$ cat src/rtl/elevator_pkg.sv
// Shared definitions for the elevator stepper read side: coil phase codes,
// the dir_state encoding and the direction FSM state type.
package elevator_pkg;

    localparam logic [3:0] PH0       = 4'b1001;
    localparam logic [3:0] PH1       = 4'b1010;
    localparam logic [3:0] PH2       = 4'b0110;
    localparam logic [3:0] PH3       = 4'b0101;
    localparam logic [3:0] COILS_OFF = 4'b0000;

    localparam logic [1:0] DIR_UP   = 2'd0;
    localparam logic [1:0] DIR_DOWN = 2'd1;
    localparam logic [1:0] DIR_IDLE = 2'd2;

    typedef enum logic [1:0] {
        ST_UP   = DIR_UP,
        ST_DOWN = DIR_DOWN,
        ST_IDLE = DIR_IDLE
    } dir_state_e;

    typedef struct packed {
        logic       legal;
        logic [1:0] idx;
    } phase_t;

    // Maps a coil pattern to its phase index; coils-off and all other codes are not legal phases.
    function automatic phase_t decode_phase(input logic [3:0] code);
        phase_t p;
        p.legal = 1'b1;
        p.idx   = 2'd0;
        case (code)
            PH0:     p.idx = 2'd0;
            PH1:     p.idx = 2'd1;
            PH2:     p.idx = 2'd2;
            PH3:     p.idx = 2'd3;
            default: p.legal = 1'b0;
        endcase
        return p;
    endfunction

endpackage

$ cat src/rtl/elevator_step_decoder_if.sv
// Coil bus and decoded motion outputs between the stepper driver side (master)
// and the step decoder (slave).
interface elevator_step_decoder_if #(
    parameter int POS_W   = 11,
    parameter int FLOOR_W = 2
);
    logic [3:0]         motor_in;
    logic               fault_clr;
    logic               step_pulse;
    logic               step_dir;
    logic [1:0]         dir_state;
    logic [POS_W-1:0]   position;
    logic [FLOOR_W-1:0] floor;
    logic               at_floor;
    logic               at_limit;
    logic               fault;

    modport master (
        output motor_in, fault_clr,
        input  step_pulse, step_dir, dir_state, position, floor, at_floor, at_limit, fault
    );

    modport slave (
        input  motor_in, fault_clr,
        output step_pulse, step_dir, dir_state, position, floor, at_floor, at_limit, fault
    );
endinterface

$ cat src/rtl/elevator_phase_sync.sv
// Brings the asynchronous coil pattern into the clk domain and strobes for one
// cycle whenever the synchronized value differs from the previous one.
module elevator_phase_sync (
    input  logic       clk,
    input  logic       rst_n,
    input  logic [3:0] motor_in,
    output logic [3:0] code,
    output logic       change
);
    logic [3:0] meta_q;
    logic [3:0] sync_q;
    logic [3:0] prev_q;

    // NOTE: non-blocking assignments make the three stages shift one per edge instead of collapsing into one.
    always_ff @(posedge clk or negedge rst_n) begin
        if (!rst_n) begin
            meta_q <= 4'b0000;
            sync_q <= 4'b0000;
            prev_q <= 4'b0000;
        end else begin
            meta_q <= motor_in;
            sync_q <= meta_q;
            prev_q <= sync_q;
        end
    end

    assign code   = sync_q;
    assign change = (sync_q != prev_q);
endmodule

$ cat src/rtl/elevator_step_decoder.sv
// Decodes the stepper coil phase sequence into step pulses, direction, position and floor.
// Define ELV_STEP_FAULT_EN to flag skipped/illegal phases as a sticky fault that freezes counting.
module elevator_step_decoder
    import elevator_pkg::*;
#(
    parameter int STEPS_PER_FLOOR = 512,
    parameter int NUM_FLOORS      = 4,
    parameter int IDLE_CYCLES     = 2000000
) (
    input logic                  clk,
    input logic                  rst_n,
    elevator_step_decoder_if.slave bus
);
    localparam int POS_W   = $clog2(NUM_FLOORS * STEPS_PER_FLOOR);
    localparam int FLOOR_W = $clog2(NUM_FLOORS);
    localparam int SUB_W   = $clog2(STEPS_PER_FLOOR);
    localparam int TMR_W   = $clog2(IDLE_CYCLES + 1);

    localparam logic [POS_W-1:0] POS_TOP  = POS_W'(NUM_FLOORS * STEPS_PER_FLOOR - 1);
    localparam logic [SUB_W-1:0] SUB_TOP  = SUB_W'(STEPS_PER_FLOOR - 1);
    localparam logic [TMR_W-1:0] TMR_LAST = TMR_W'(IDLE_CYCLES - 1);
    localparam logic [TMR_W-1:0] TMR_MAX  = TMR_W'(IDLE_CYCLES);

    logic [3:0]         code;
    logic               change;
    phase_t             ph;
    logic [1:0]         ref_q;
    logic               ref_valid_q;
    logic [1:0]         delta;
    logic               is_off;
    logic               is_illegal;
    logic               is_up;
    logic               is_down;
    logic               counting;
    logic               step_up;
    logic               step_down;
    logic               fault_q;
    logic [POS_W-1:0]   pos_q;
    logic [SUB_W-1:0]   sub_q;
    logic [FLOOR_W-1:0] floor_q;
    logic               at_limit_q;
    logic               step_pulse_q;
    logic               step_dir_q;
    logic [TMR_W-1:0]   timer_q;
    dir_state_e         state_q;
    dir_state_e         state_d;

    elevator_phase_sync u_sync (
        .clk      (clk),
        .rst_n    (rst_n),
        .motor_in (bus.motor_in),
        .code     (code),
        .change   (change)
    );

    // Phase distance from the reference, mod 4: 1 = up, 3 = down, 2 = skip.
    assign ph         = decode_phase(code);
    assign delta      = ph.idx - ref_q;
    assign is_off     = change && (code == COILS_OFF);
    assign is_illegal = change && !ph.legal && (code != COILS_OFF);
    assign is_up      = change && ph.legal && ref_valid_q && (delta == 2'd1);
    assign is_down    = change && ph.legal && ref_valid_q && (delta == 2'd3);

`ifdef ELV_STEP_FAULT_EN
    logic is_skip;
    assign is_skip = change && ph.legal && ref_valid_q && (delta == 2'd2);

    // A new fault outranks a simultaneous clear.
    always_ff @(posedge clk or negedge rst_n) begin
        if (!rst_n)                      fault_q <= 1'b0;
        else if (is_skip || is_illegal)  fault_q <= 1'b1;
        else if (bus.fault_clr)          fault_q <= 1'b0;
    end
    assign counting = !fault_q;
`else
    logic unused_fault_clr;
    assign unused_fault_clr = bus.fault_clr;
    assign fault_q          = 1'b0;
    assign counting         = 1'b1;
`endif

    assign step_up   = is_up && counting;
    assign step_down = is_down && counting;

    always_ff @(posedge clk or negedge rst_n) begin
        if (!rst_n) begin
            ref_q       <= 2'd0;
            ref_valid_q <= 1'b0;
        end else if (is_off || is_illegal) begin
            ref_valid_q <= 1'b0;
        end else if (change && ph.legal) begin
            ref_q       <= ph.idx;
            ref_valid_q <= 1'b1;
        end
    end

    // Floor is tracked with a wrapping sub-floor counter rather than dividing the position.
    always_ff @(posedge clk or negedge rst_n) begin
        if (!rst_n) begin
            pos_q        <= '0;
            sub_q        <= '0;
            floor_q      <= '0;
            at_limit_q   <= 1'b0;
            step_pulse_q <= 1'b0;
            step_dir_q   <= 1'b0;
        end else begin
            step_pulse_q <= step_up || step_down;
            if (step_up) begin
                step_dir_q <= 1'b0;
                if (pos_q == POS_TOP) begin
                    at_limit_q <= 1'b1;
                end else begin
                    at_limit_q <= 1'b0;
                    pos_q      <= pos_q + 1'b1;
                    if (sub_q == SUB_TOP) begin
                        sub_q   <= '0;
                        floor_q <= floor_q + 1'b1;
                    end else begin
                        sub_q <= sub_q + 1'b1;
                    end
                end
            end else if (step_down) begin
                step_dir_q <= 1'b1;
                if (pos_q == '0) begin
                    at_limit_q <= 1'b1;
                end else begin
                    at_limit_q <= 1'b0;
                    pos_q      <= pos_q - 1'b1;
                    if (sub_q == '0) begin
                        sub_q   <= SUB_TOP;
                        floor_q <= floor_q - 1'b1;
                    end else begin
                        sub_q <= sub_q - 1'b1;
                    end
                end
            end
        end
    end

    always_ff @(posedge clk or negedge rst_n) begin
        if (!rst_n)                     timer_q <= '0;
        else if (step_up || step_down)  timer_q <= '0;
        else if (timer_q != TMR_MAX)    timer_q <= timer_q + 1'b1;
    end

    always_ff @(posedge clk or negedge rst_n) begin
        if (!rst_n) state_q <= ST_IDLE;
        else        state_q <= state_d;
    end

    // NOTE: state_d gets its default first so no path through the block can infer a latch.
    always_comb begin
        state_d = state_q;
        if (is_off)                    state_d = ST_IDLE;
        else if (step_up)              state_d = ST_UP;
        else if (step_down)            state_d = ST_DOWN;
        else if (timer_q == TMR_LAST)  state_d = ST_IDLE;
    end

    assign bus.step_pulse = step_pulse_q;
    assign bus.step_dir   = step_dir_q;
    assign bus.dir_state  = state_q;
    assign bus.position   = pos_q;
    assign bus.floor      = floor_q;
    assign bus.at_floor   = (sub_q == '0);
    assign bus.at_limit   = at_limit_q;
    assign bus.fault      = fault_q;
endmodule
$ cat src/flat_wrapper.sv
// flat-port wrapper written by rule: the top's interface ports become plain ports
module elevator_step_decoder_flat import elevator_pkg::*;
#(
    parameter int STEPS_PER_FLOOR = 512,
    parameter int NUM_FLOORS      = 4,
    parameter int IDLE_CYCLES     = 2000000
)
  (clk, rst_n, bus_motor_in, bus_fault_clr, bus_step_pulse, bus_step_dir, bus_dir_state, bus_position, bus_floor, bus_at_floor, bus_at_limit, bus_fault);
  elevator_step_decoder_if bus_i ();
  input logic clk;
  input logic rst_n;
  input wire logic [$bits(bus_i.motor_in)-1:0] bus_motor_in;
  input wire logic [$bits(bus_i.fault_clr)-1:0] bus_fault_clr;
  output wire logic [$bits(bus_i.step_pulse)-1:0] bus_step_pulse;
  output wire logic [$bits(bus_i.step_dir)-1:0] bus_step_dir;
  output wire logic [$bits(bus_i.dir_state)-1:0] bus_dir_state;
  output wire logic [$bits(bus_i.position)-1:0] bus_position;
  output wire logic [$bits(bus_i.floor)-1:0] bus_floor;
  output wire logic [$bits(bus_i.at_floor)-1:0] bus_at_floor;
  output wire logic [$bits(bus_i.at_limit)-1:0] bus_at_limit;
  output wire logic [$bits(bus_i.fault)-1:0] bus_fault;
  assign bus_i.motor_in = bus_motor_in;
  assign bus_i.fault_clr = bus_fault_clr;
  assign bus_step_pulse = bus_i.step_pulse;
  assign bus_step_dir = bus_i.step_dir;
  assign bus_dir_state = bus_i.dir_state;
  assign bus_position = bus_i.position;
  assign bus_floor = bus_i.floor;
  assign bus_at_floor = bus_i.at_floor;
  assign bus_at_limit = bus_i.at_limit;
  assign bus_fault = bus_i.fault;
  elevator_step_decoder #(.STEPS_PER_FLOOR(STEPS_PER_FLOOR), .NUM_FLOORS(NUM_FLOORS), .IDLE_CYCLES(IDLE_CYCLES)) u_core (.clk(clk), .rst_n(rst_n), .bus(bus_i));
endmodule
$ cat config.mk
export PLATFORM = sky130hd
export DESIGN_NAME = elevator_step_decoder_flat
export DESIGN_NICKNAME = d
export VERILOG_FILES = /design/src/rtl/elevator_pkg.sv /design/src/rtl/elevator_step_decoder_if.sv /design/src/rtl/elevator_phase_sync.sv /design/src/rtl/elevator_step_decoder.sv /design/src/flat_wrapper.sv
export SDC_FILE = /design/constraint.sdc
export NUM_CORES = 1
export LEC_CHECK = 0
export CAP_MARGIN = 20
export CORE_MARGIN = 5
export CORE_UTILIZATION = 53
export CTS_CLUSTER_SIZE = 20
export DETAILED_ROUTE_END_ITERATION = 7
export GPL_ROUTABILITY_DRIVEN = 0
export PLACE_DENSITY = 0.73
export SETUP_SLACK_MARGIN = 0.1
export SYNTH_ARGS = -nofsm -noshare
export SYNTH_HDL_FRONTEND = slang
export SYNTH_SLANG_ARGS = --single-unit
$ cat constraint.sdc
create_clock -name clk -period 3.4 [get_ports clk]
set_input_delay 0.68 -clock clk [delete_from_list [all_inputs] [get_ports clk]]
set_output_delay 0.68 -clock clk [all_outputs]
set_load 0.1 [all_outputs]
### Yosys cells after proc, flatten, opt, wreduce, memory -nomap -nowiden

Index checks and enable logic that the tools add are counted.

| storage, ports and cells | value |
|---|---|
| logic and storage cells | 91 |
| register bits after elaboration | 63 |
| input port bits | 7 |
| output and inout bits | 20 |

| operators by class | value |
|---|---|
| reduce and logical (&&, ||, !) cells | 23 |
| eq/ne operators | 14 |
| bitwise operators | 1 |
| add/subtract/negate cells | 8 |
| muxes and demuxes | 32 |

Operators with widths:

| cell | count |
|---|---|
| 9-bit 2-to-1 mux | 6 |
| 11-bit 2-to-1 mux | 4 |
| 21-bit 2-to-1 mux | 2 |
| 21-bit by 1-bit adder with 21-bit output, second input constant | 1 |
| 21-bit == test, second input constant | 1 |
| 21-bit inequality test, second input constant | 1 |
| 2-bit 2-to-1 mux | 10 |
| 11-bit by 1-bit adder with 11-bit output, second input constant | 1 |
| 11-bit == test, second input constant | 1 |
| 11-bit logical NOT | 1 |
| 11-bit by 1-bit subtractor with 11-bit output, second input constant | 1 |
| 9-bit by 1-bit adder with 9-bit output, second input constant | 1 |
| 9-bit == test, second input constant | 1 |
| 9-bit logical NOT | 1 |
| 1-bit 2-to-1 mux | 9 |
| 9-bit by 1-bit subtractor with 9-bit output, second input constant | 1 |
| 4-bit by 3-bit == test with 1-bit output, second input constant | 2 |
| 4-bit == test, second input constant | 2 |
| 2-bit nonzero test | 4 |
| 4-bit nonzero test | 2 |
| 1-bit logical AND | 7 |
| 2-bit case mux with 3 select lines | 1 |
| 5-bit AND reduction | 1 |
| 4-bit logical NOT | 1 |
| 14 further kinds | 16 |

### Longest topological paths before layout

| logic depth | value |
|---|---|
| depth after elaboration | 9 |
| mapped depth | 17 |
| mapped depth without buffers | 15 |

### Modules after synthesis

Synthesis repeated with hierarchy kept, for this count alone.

| unflattened totals | value |
|---|---|
| cells, all modules | 373 |
| area total of the unflattened synthesis | 3,493.4 um^2 |

Modules (own cells, without submodules):

| module | sequential area each (um^2) | times used | cells an instance | area each (um^2) |
|---|---|---|---|---|
| elevator_step_decoder | 1,277.5 | 1 | 356 | 3,151.8 |
| elevator_phase_sync | 300.3 | 1 | 17 | 341.6 |

### Worst setup path before layout

OpenSTA, ideal clock, no wires.

| timing path | value |
|---|---|
| path type | register to register |
| from | register u_core.sub_q[0] |
| to | register u_core.floor_q[0], in the netlist u_core.bus.floor[0] |
| library setup time | 162 ps |
| arrival time | 3,219 ps |
| setup slack | 18 ps |
| cell stages (with the launch flop) | 8 |
| path buffers | 0 |
| required time | 3,238 ps |
| period minus slack after synthesis | 3,382 ps |
| cells stage by stage | dfrtp_1 inv_1 ha_1 nand3_1 nor4_2 nand2_1 a21oi_1 xor2_1 |

| between the ends | value |
|---|---|
| cells in the longest elaborated chain, start to end | 3 |
| elaborated cells on any way between the ends | 5 |
| classes of those cells | eq/ne (2); reduce/logical (3) |

RTL lines:

| element | line | RTL |
|---|---|---|
| from (decl) | elevator_step_decoder.sv:39 | `logic [SUB_W-1:0] sub_q;` |
| from (signal assigned) | elevator_step_decoder.sv:119 | `sub_q <= sub_q + 1'b1;` |
| from (signal assigned) | elevator_step_decoder.sv:133 | `sub_q <= sub_q - 1'b1;` |
| 9-bit logical NOT | -- |  |
| net bus_at_floor | flat_wrapper.sv:19 | `output wire logic [$bits(bus_i.at_floor)-1:0] bus_at_floor;` |
| 2-bit nonzero test (no line) | -- |  |
| 5-bit AND reduction (no line) | -- |  |
| to (signal assigned) | elevator_step_decoder.sv:117 | `floor_q <= floor_q + 1'b1;` |
| to (signal assigned) | elevator_step_decoder.sv:131 | `floor_q <= floor_q - 1'b1;` |
| to (decl) | elevator_step_decoder.sv:40 | `logic [FLOOR_W-1:0] floor_q;` |

The timed path passes the listed nets, and every way through them passes these cells.
A chain may end at the register's enable or synchronous reset.

### Worst setup path after layout

| timing path | value |
|---|---|
| from | register u_core.u_sync.sync_q[0], in the netlist u_core.u_sync.code[0] |
| to | register u_core.pos_q[10], in the netlist u_core.bus.position[10] |

| between the ends | value |
|---|---|
| cells in the longest elaborated chain, start to end | 8 |
| elaborated cells on any way between the ends | 20 |
| classes of those cells | add/sub (1); eq/ne (9); mux (3); reduce/logical (7) |

RTL lines:

| element | line | RTL |
|---|---|---|
| from (decl) | elevator_phase_sync.sv:11 | `logic [3:0] sync_q;` |
| from (signal assigned) | elevator_phase_sync.sv:22 | `sync_q <= meta_q;` |
| parallel branches: the longest is 8 deep, another holds 2-bit subtractor | -- |  |
| to (signal assigned) | elevator_step_decoder.sv:114 | `pos_q <= pos_q + 1'b1;` |
| to (signal assigned) | elevator_step_decoder.sv:128 | `pos_q <= pos_q - 1'b1;` |
| to (decl) | elevator_step_decoder.sv:38 | `logic [POS_W-1:0] pos_q;` |

Parallel ways; which one is timed is not known.

==> summary.md <==
| Metric | Value |
|---|---|
| Synth warnings | 0 |
| CTS tree | done |
| Post-synthesis to final-layout area growth | 16.2% |
| Global-route usage over all layers | 0.179 |
| Post-synth ARST share | 1.00 |
| Clock share of power | 0.190 |
| Final core utilization | 0.634 |
| Initial antenna violation count | 0 |
| Worst Hold Class | input pin to async pin |
| Post-place instance area | 4000 sq um |
| Post-synth EDFFs | 0 |
| PD cells | 917 nW/um^2 |
| Critical path type | register to register |
| Worst-case clock buffer depth | 2 |
| Largest net degree at the start of global routing | 27 |
| Post-synthesis xor/xnor area fraction | 0.101 |
| CP Cell Sequence | nor2b_1 > a32oi_1 > ha_2 > and2b_1 > nand3_4 > nor2_8 > inv_6 > fa_2 > a211oi_2 > o211ai_1 > nand2_1 > o21ai_1 > mux2i_1 > xnor2_1 |
| Syn_area_per_cell | 9.56 sq um |
| Worst path bufs/invs | 1 |
| First-pass GRT wire length | 12,400 um |
| Share of the yosys chip area belonging to registers | 0.425 |
| Final slew viol count | 0 |
| Post-Synth Simple-Gate Area | 0.236 |
| Gate power share | 0.512 |
| Slew headroom | 0.345 |
| Worst-Skew Late Latency | 0.34 ns |
| Distinct cells, synth | 69 |
| Routed via count | 2,853 |
| Row count | 30 |
| Arr. time, crit path | 3.39 ns |
| WP data required | 3.67 ns |
| Drt via density | 5.48 |
| Leak pwr | 0.00185 uW |
| CP endpoint kind | register |
| Int Pwr | 2050 uW |
| Fill cell count | 566 |
| Number of global-route vias before repair | 2,674 |
| Mapped cell area | 3710 sq um |
| Critical Path Fanout Max | 9 |
| Total CTS buffers | 9 |
| Slowest CP cell | dfrtp_2 |
| R2R Path End | u_core.bus.position[10] |
| Cell count after synthesis | 388 |
| Most frequent cells in the layout | dfrtp_1, nor2_1, nand2_1, buf_4 |
| Total negative setup slack | 0 ns |
| Flops & latches, synth | 63 |
| Endpoints failing setup | 0 |
| Number of diodes | 0 |
| DRT Pass-1 Iters | 4 |
| Largest family of logic cells by synthesized area | simple AND/OR/NAND/NOR gates |
| Root Buffer | clkbuf_8 |
| Compound-Gate Fraction of Synth Area | 0.126 |
| Period utilisation layout | 0.920 |
| Critical Path Start Type | register |
| Most common cell after layout, fill and taps aside | dfrtp_1 |
| F_max | 320 MHz |
| CP delay by family, top | simple AND/OR/NAND/NOR gates |
| Share of layout cells above drive strength 1 | 0.176 |
| Crit. path cell count | 14 |
| Least-Margin Pin Slew | 0.980 ns |
| Max Cap Viol | 0 |
| Cells on worst reg2reg path | 14 |
| Sequential share of power | 0.298 |
| Outcome | completed |
| Die H | 93.7 um |
| Mux contribution to synthesized area | 0.0111 |
| Clock transition at path regs | 0.08 ns |
| CTS sink count | 63 |
| Net Switching | 1900 uW |
| Synthesized Nets | 411 |
| Grt ovf | 0 |
| Hold buffers post-CTS | 0 |
| Die X | 93.7 um |
| DP HPWL | 5180 um |
| RSZ-0062 raised after global routing | false |
| Port Buffers | 24 |
| Design area | 4310 sq um |
| ANT nets after route | 0 |
| Drt wl/cell | 14.0 um |
| Core ar. | 6790 sq um |
| Delay of the slowest critical-path stage | 0.45 ns |
| Initial Utilization | 0.546 |
| Peak supply drop | 928 uV |
| Main synth FF type | dfrtp_1 |
| Hold Violations, Final | 0 |
| WL final | 7300 um |
| Worst R2R Setup Slack | 0.27 ns |
| Switching Share | 0.482 |
| Adder-Cell Fraction of Synth Area | 0.0560 |
| Die area | 8770 sq um |
| DRC viols | 0 |
| Fin nets | 443 |
| Worst Skew | 0.0105 ns |
| H-tree levels | 3 |
| Num ports | 27 |
| Fin crit period | 3.13 ns |
| RR Startpoint | u_core.u_sync.code[0] |
| DR iter-0 viols | 138 |
synthesized netlist by cell type (2+ instances only):
| library cell | count | area share |
|---|---|---|
| nor2_1 | 51 | 0.052 |
| nor3b_1 | 2 | 0.0040 |
| o21ai_1 | 13 | 0.018 |
| a221oi_1 | 2 | 0.0047 |
| a22o_1 | 2 | 0.0047 |
| and4_1 | 3 | 0.0071 |
| nor2b_1 | 3 | 0.0051 |
| nor4_2 | 2 | 0.0067 |
| nand3b_1 | 2 | 0.0040 |
| mux2i_1 | 3 | 0.0081 |
| ha_1 | 15 | 0.051 |
| clkbuf_1 | 2 | 0.0020 |
| or3_1 | 2 | 0.0034 |
| a31oi_1 | 8 | 0.013 |
| a21oi_1 | 21 | 0.028 |
| buf_6 | 6 | 0.018 |
| o31a_1 | 2 | 0.0047 |
| buf_2 | 3 | 0.0040 |
| nand4_1 | 8 | 0.013 |
| nor4_1 | 4 | 0.0067 |
| xnor2_1 | 20 | 0.047 |
| o21a_1 | 2 | 0.0040 |
| nand3_1 | 17 | 0.023 |
| o21ai_0 | 7 | 0.0094 |
| inv_1 | 12 | 0.012 |
| nor4b_1 | 2 | 0.0047 |
| dfrtp_1 | 62 | 0.42 |
| xor2_1 | 19 | 0.045 |
| o211ai_1 | 2 | 0.0040 |
| buf_4 | 3 | 0.0061 |
| and3_1 | 3 | 0.0051 |
| nor3_1 | 14 | 0.019 |
| nand2_1 | 31 | 0.031 |
| nand2b_1 | 5 | 0.0084 |
metal layers:
layer / routed length (um) / vias up / track usage / part of all wire
li1: - / 1440 / - / -
met1: 3460 / 1360 / 0.240 / 0.47
met2: 3490 / 46 / 0.280 / 0.48
met3: 244 / 7 / 0.0505 / 0.033
met4: 110 / 0 / 0.0614 / 0.015
met5: 0 / - / 0 / 0
flip-flops by register name, indices dropped and copies added, names as in the netlist:
name and count:
u_core.timer_q 21, u_core.bus.position 11, u_core.sub_q 9, u_core.u_sync.code 4, u_core.u_sync.meta_q 4, u_core.u_sync.prev_q 4
u_core.bus.dir_state 2, u_core.bus.floor 2, u_core.ref_q 2, u_core.bus.at_limit 1, u_core.bus.step_dir 1, u_core.bus.step_pulse 1
u_core.ref_valid_q 1
logic make-up after synthesis:
kind of cell / count (synthesis)
other cells: 1
flops: 63
buf+inv: 27
compound gates: 73
xor+xnor: 41
fa+ha+maj: 16
simple gates: 163
mux: 4
per-stage QoR:
step / worst slack [ns] / hold slack (ns) / total power (uW) / cells
final: 0.271 / 0.302 / 3950 / 521
after global routing: 0.0979 / 0.325 / 4200 / 521
after CTS: 0.162 / 0.303 / 3870 / 521
after detailed placement: 0.204 / 0.336 / 3120 / 505
after global placement: 0.242 / 0.332 / 3080 / 505
after floorplan: 0.195 / 0.331 / 2710 / 388
power groups by stage:
stage	sequential [uW]	clock, uW	combinational, uW
finish	1180	751	2020
detailed placement	1180	0	1940
CTS	1160	763	1940
global route	1210	797	2190
floorplan	1700	0	1000
global placement	1170	0	1900
worst register-to-register path: cells and delay by family, from the launching register on:
kind / cells / cell delay [ns]
buffers and inverters: 1 / 0.09
AO/OA/AOI/OAI: 4 / 0.69
adder cells (fa/ha/maj): 2 / 0.69
XOR/XNOR: 1 / 0.13
AND/OR/NAND/NOR: 5 / 0.80
flip-flops: 1 / 0.45
multiplexers: 1 / 0.19
worst max-delay path by stage:
stage / from / endpoint / slack (ns)
after global placement: u_core.u_sync.code[0] / u_core.bus.position[10] / 0.24
after global routing: u_core.u_sync.code[0] / u_core.bus.position[9] / 0.1
after detailed placement: u_core.u_sync.code[0] / u_core.bus.position[9] / 0.20
after CTS: u_core.u_sync.code[0] / u_core.bus.position[9] / 0.16
after floorplan: u_core.u_sync.code[0] / u_core.bus.position[9] / 0.19
final: u_core.u_sync.code[0] / u_core.bus.position[10] / 0.27
area by class of cell:
type,instances,area [sq um],area share
Clock buffer,9,124,0.0288
Clock inverter,7,103,0.0238
Inverter,13,53.8,0.0125
Multi-Input combinational cell,298,2050,0.476
Sequential cell,63,1580,0.367
Tap cell,96,120,0.0279
Timing Repair Buffer,35,278,0.0645
timing repair:
action,in CTS,in global routing
setup buffers,0,0
setup endpoints to repair,0,4
gates resized for setup,0,15
No activity file was read; power rests on OpenSTA's default activity.
==> RTL change, RTL diff (same flow settings) <==
Add a define of `ELV_STEP_FAULT_EN`.
--- a/src/rtl/elevator_step_decoder.sv
+++ b/src/rtl/elevator_step_decoder.sv
@@ -1,5 +1,7 @@
 // Decodes the stepper coil phase sequence into step pulses, direction, position and floor.
 // Define ELV_STEP_FAULT_EN to flag skipped/illegal phases as a sticky fault that freezes counting.
+`define ELV_STEP_FAULT_EN
+
 module elevator_step_decoder
     import elevator_pkg::*;
 #(
Formal check against the unedited RTL: not equivalent (a bounded check fails within 4 cycles, from zero or initial values and one cycle with rst_n low).
==> RTL change against the unedited design <==
- the run now ends with negative setup slack left
- worst setup slack got worse by 290 ps
- sequential power down 6%
- synthesized cell count shrank 0.52%
- cell area increased by 2.4%
- wire length up 6.2%
- clock skew increased by 1.1 ps
- total power down 3.6%
- synthesized area shrank 1.6%
- via count increased by 2.7%
- sequential cell count is 1 higher
==> RTL change: results (changes against the unedited design) <==
Critical path
  – Critical Path Max Stage Delay: 400 ps (-50 ps)
  – Delay-heaviest family, CP: compound AO/OA/AOI/OAI gates
  – R2r endpoint: u_core.bus.position[10]$_DFFE_PN0P_
  – Reg2Reg Depth: 16 (+2)
  – Worst EP arrival: 3640 ps (+250 ps)
  – Crit-path slowest cell: dfrtp_1
  – R2r startpoint: u_core.u_sync.code[3]$_DFF_PN0_

Finish
  – Seq area share: 36.37% (-0.31 points)
  – Layout non-clock buf frac: 9.248% (+2.8 points)
  – FF/Latch Area: 1604 um2 (+1.5%)
  – Clock network share of area: 4.652% (-0.60 points)
  – Signal buffers: 46 (+31%)
  – Inverters: 14 (+1)
  – Layout cell share with drive strength beyond 1: 20.93% (+3.3 points)
  – Nets: 448 (+1.1%)
  – Multi-input gate count: 290 (-2.7%)
  – Clock buf count: 10 (+1)
  – FILL cells: 537 (-5.1%)

Global routing
  – GR Util met2: 29.39% (+1.4 points)
  – Vias in the first global route: 2,799 (+4.7%)
  – M3 GR Usage: 4.827% (-0.22 points)
  – GR Layer Usage met1: 24.66% (+0.66 points)
  – Total GRT Usage: 18.56% (+0.64 points)
  – Antenna violations before repair: 0 (unchanged)

Placed design
  – Pre-CTS setup slack: -145.7 ps (-349.7 ps)
  – # port buffers: 26 (+8.3%)
  – DP Cell Count: 484 (-4.2%)
  – Placed cell areas: 4030 um2 (+0.69%)

Drt
  – DRT iter0 DRCs: 142 (+2.9%)
  – DR WL met3: 332 um (+36%)
  – DR vias: 2,929 (+2.7%)
  – DR pass1 iterations: 5 (+1)
  – Met2 wire length: 3.790 mm (+8.7%)
  – M1 WL: 3.528 mm (+2.0%)
  – Wire length per cell: 15.21 um (+8.5%)

Pwr
  – Leak: 1.983 nW (+7.4%)

STA
  – Hold_ws: 341.6 ps (+39.35 ps)
  – Fin Setup TNS: -15.84 ps (-15.84 ps)
  – Final worst slack: -15.84 ps (-286.6 ps)
  – Fin Clk Skew: 11.61 ps (+1.113 ps)
  – Final setup violation count: 1 (+1)

Status
  – Violated checks: negative setup slack
  – Outcome: finished with violations

Synthesis
  – Top cells by area, synth: dfrtp_1, xor2_1, ha_1, nor2_1, xnor2_1
  – Seq/Total Area, Yosys: 43.93% (+1.4 points)
  – Post-synth net total: 409 (-0.49%)
  – Share of the synthesized area in the top cell type: 43.21% (+1.4 points)
  – Synth cell types: 58 (-16%)
  – Most instantiated cells after synthesis: dfrtp_1, nor2_1, xor2_1, nand2_1, o21ai_0
  – Cell count after synthesis: 386 (-0.52%)

CTS
  – Clk sinks: 64 (+1.6%)
RTL change: cell types whose count changed after synthesis, sizes merged, moves of 4 or more:
cell / change
nand2: -7
xnor2: -7
and3: +5
a21o: +5
xor2: +6
nor2b: +4
a31oi: -5
nor2: -6
RTL change: repair_timing:
item                                    CTS  global route
buffers inserted                          6             3
gates resized for setup                   0            18
endpoints found under the setup margin    5             6
hold buffers                              0             0
pin swaps                                 7            15
gates cloned                              0             1
RTL change: cells by family (layout without fill, tap and decap cells):
logic type / Yosys count / count (layout) / share of synthesized area, %
buf+inv: 32 / 76 / 4.218
compound gates: 72 / 72 / 12.24
simple gates: 155 / 155 / 22.29
mux: 7 / 7 / 2.023
xor+xnor: 40 / 40 / 9.602
flops: 64 / 64 / 43.93
fa+ha+maj: 16 / 16 / 5.693
RTL change: power by group:
group          internal [mW]  switching [mW]  total [mW]  leakage, nW
Clock                  0.361           0.310       0.671       0.0989
Sequential             0.908           0.205        1.11        0.820
Combinational          0.768            1.26        2.03         1.06
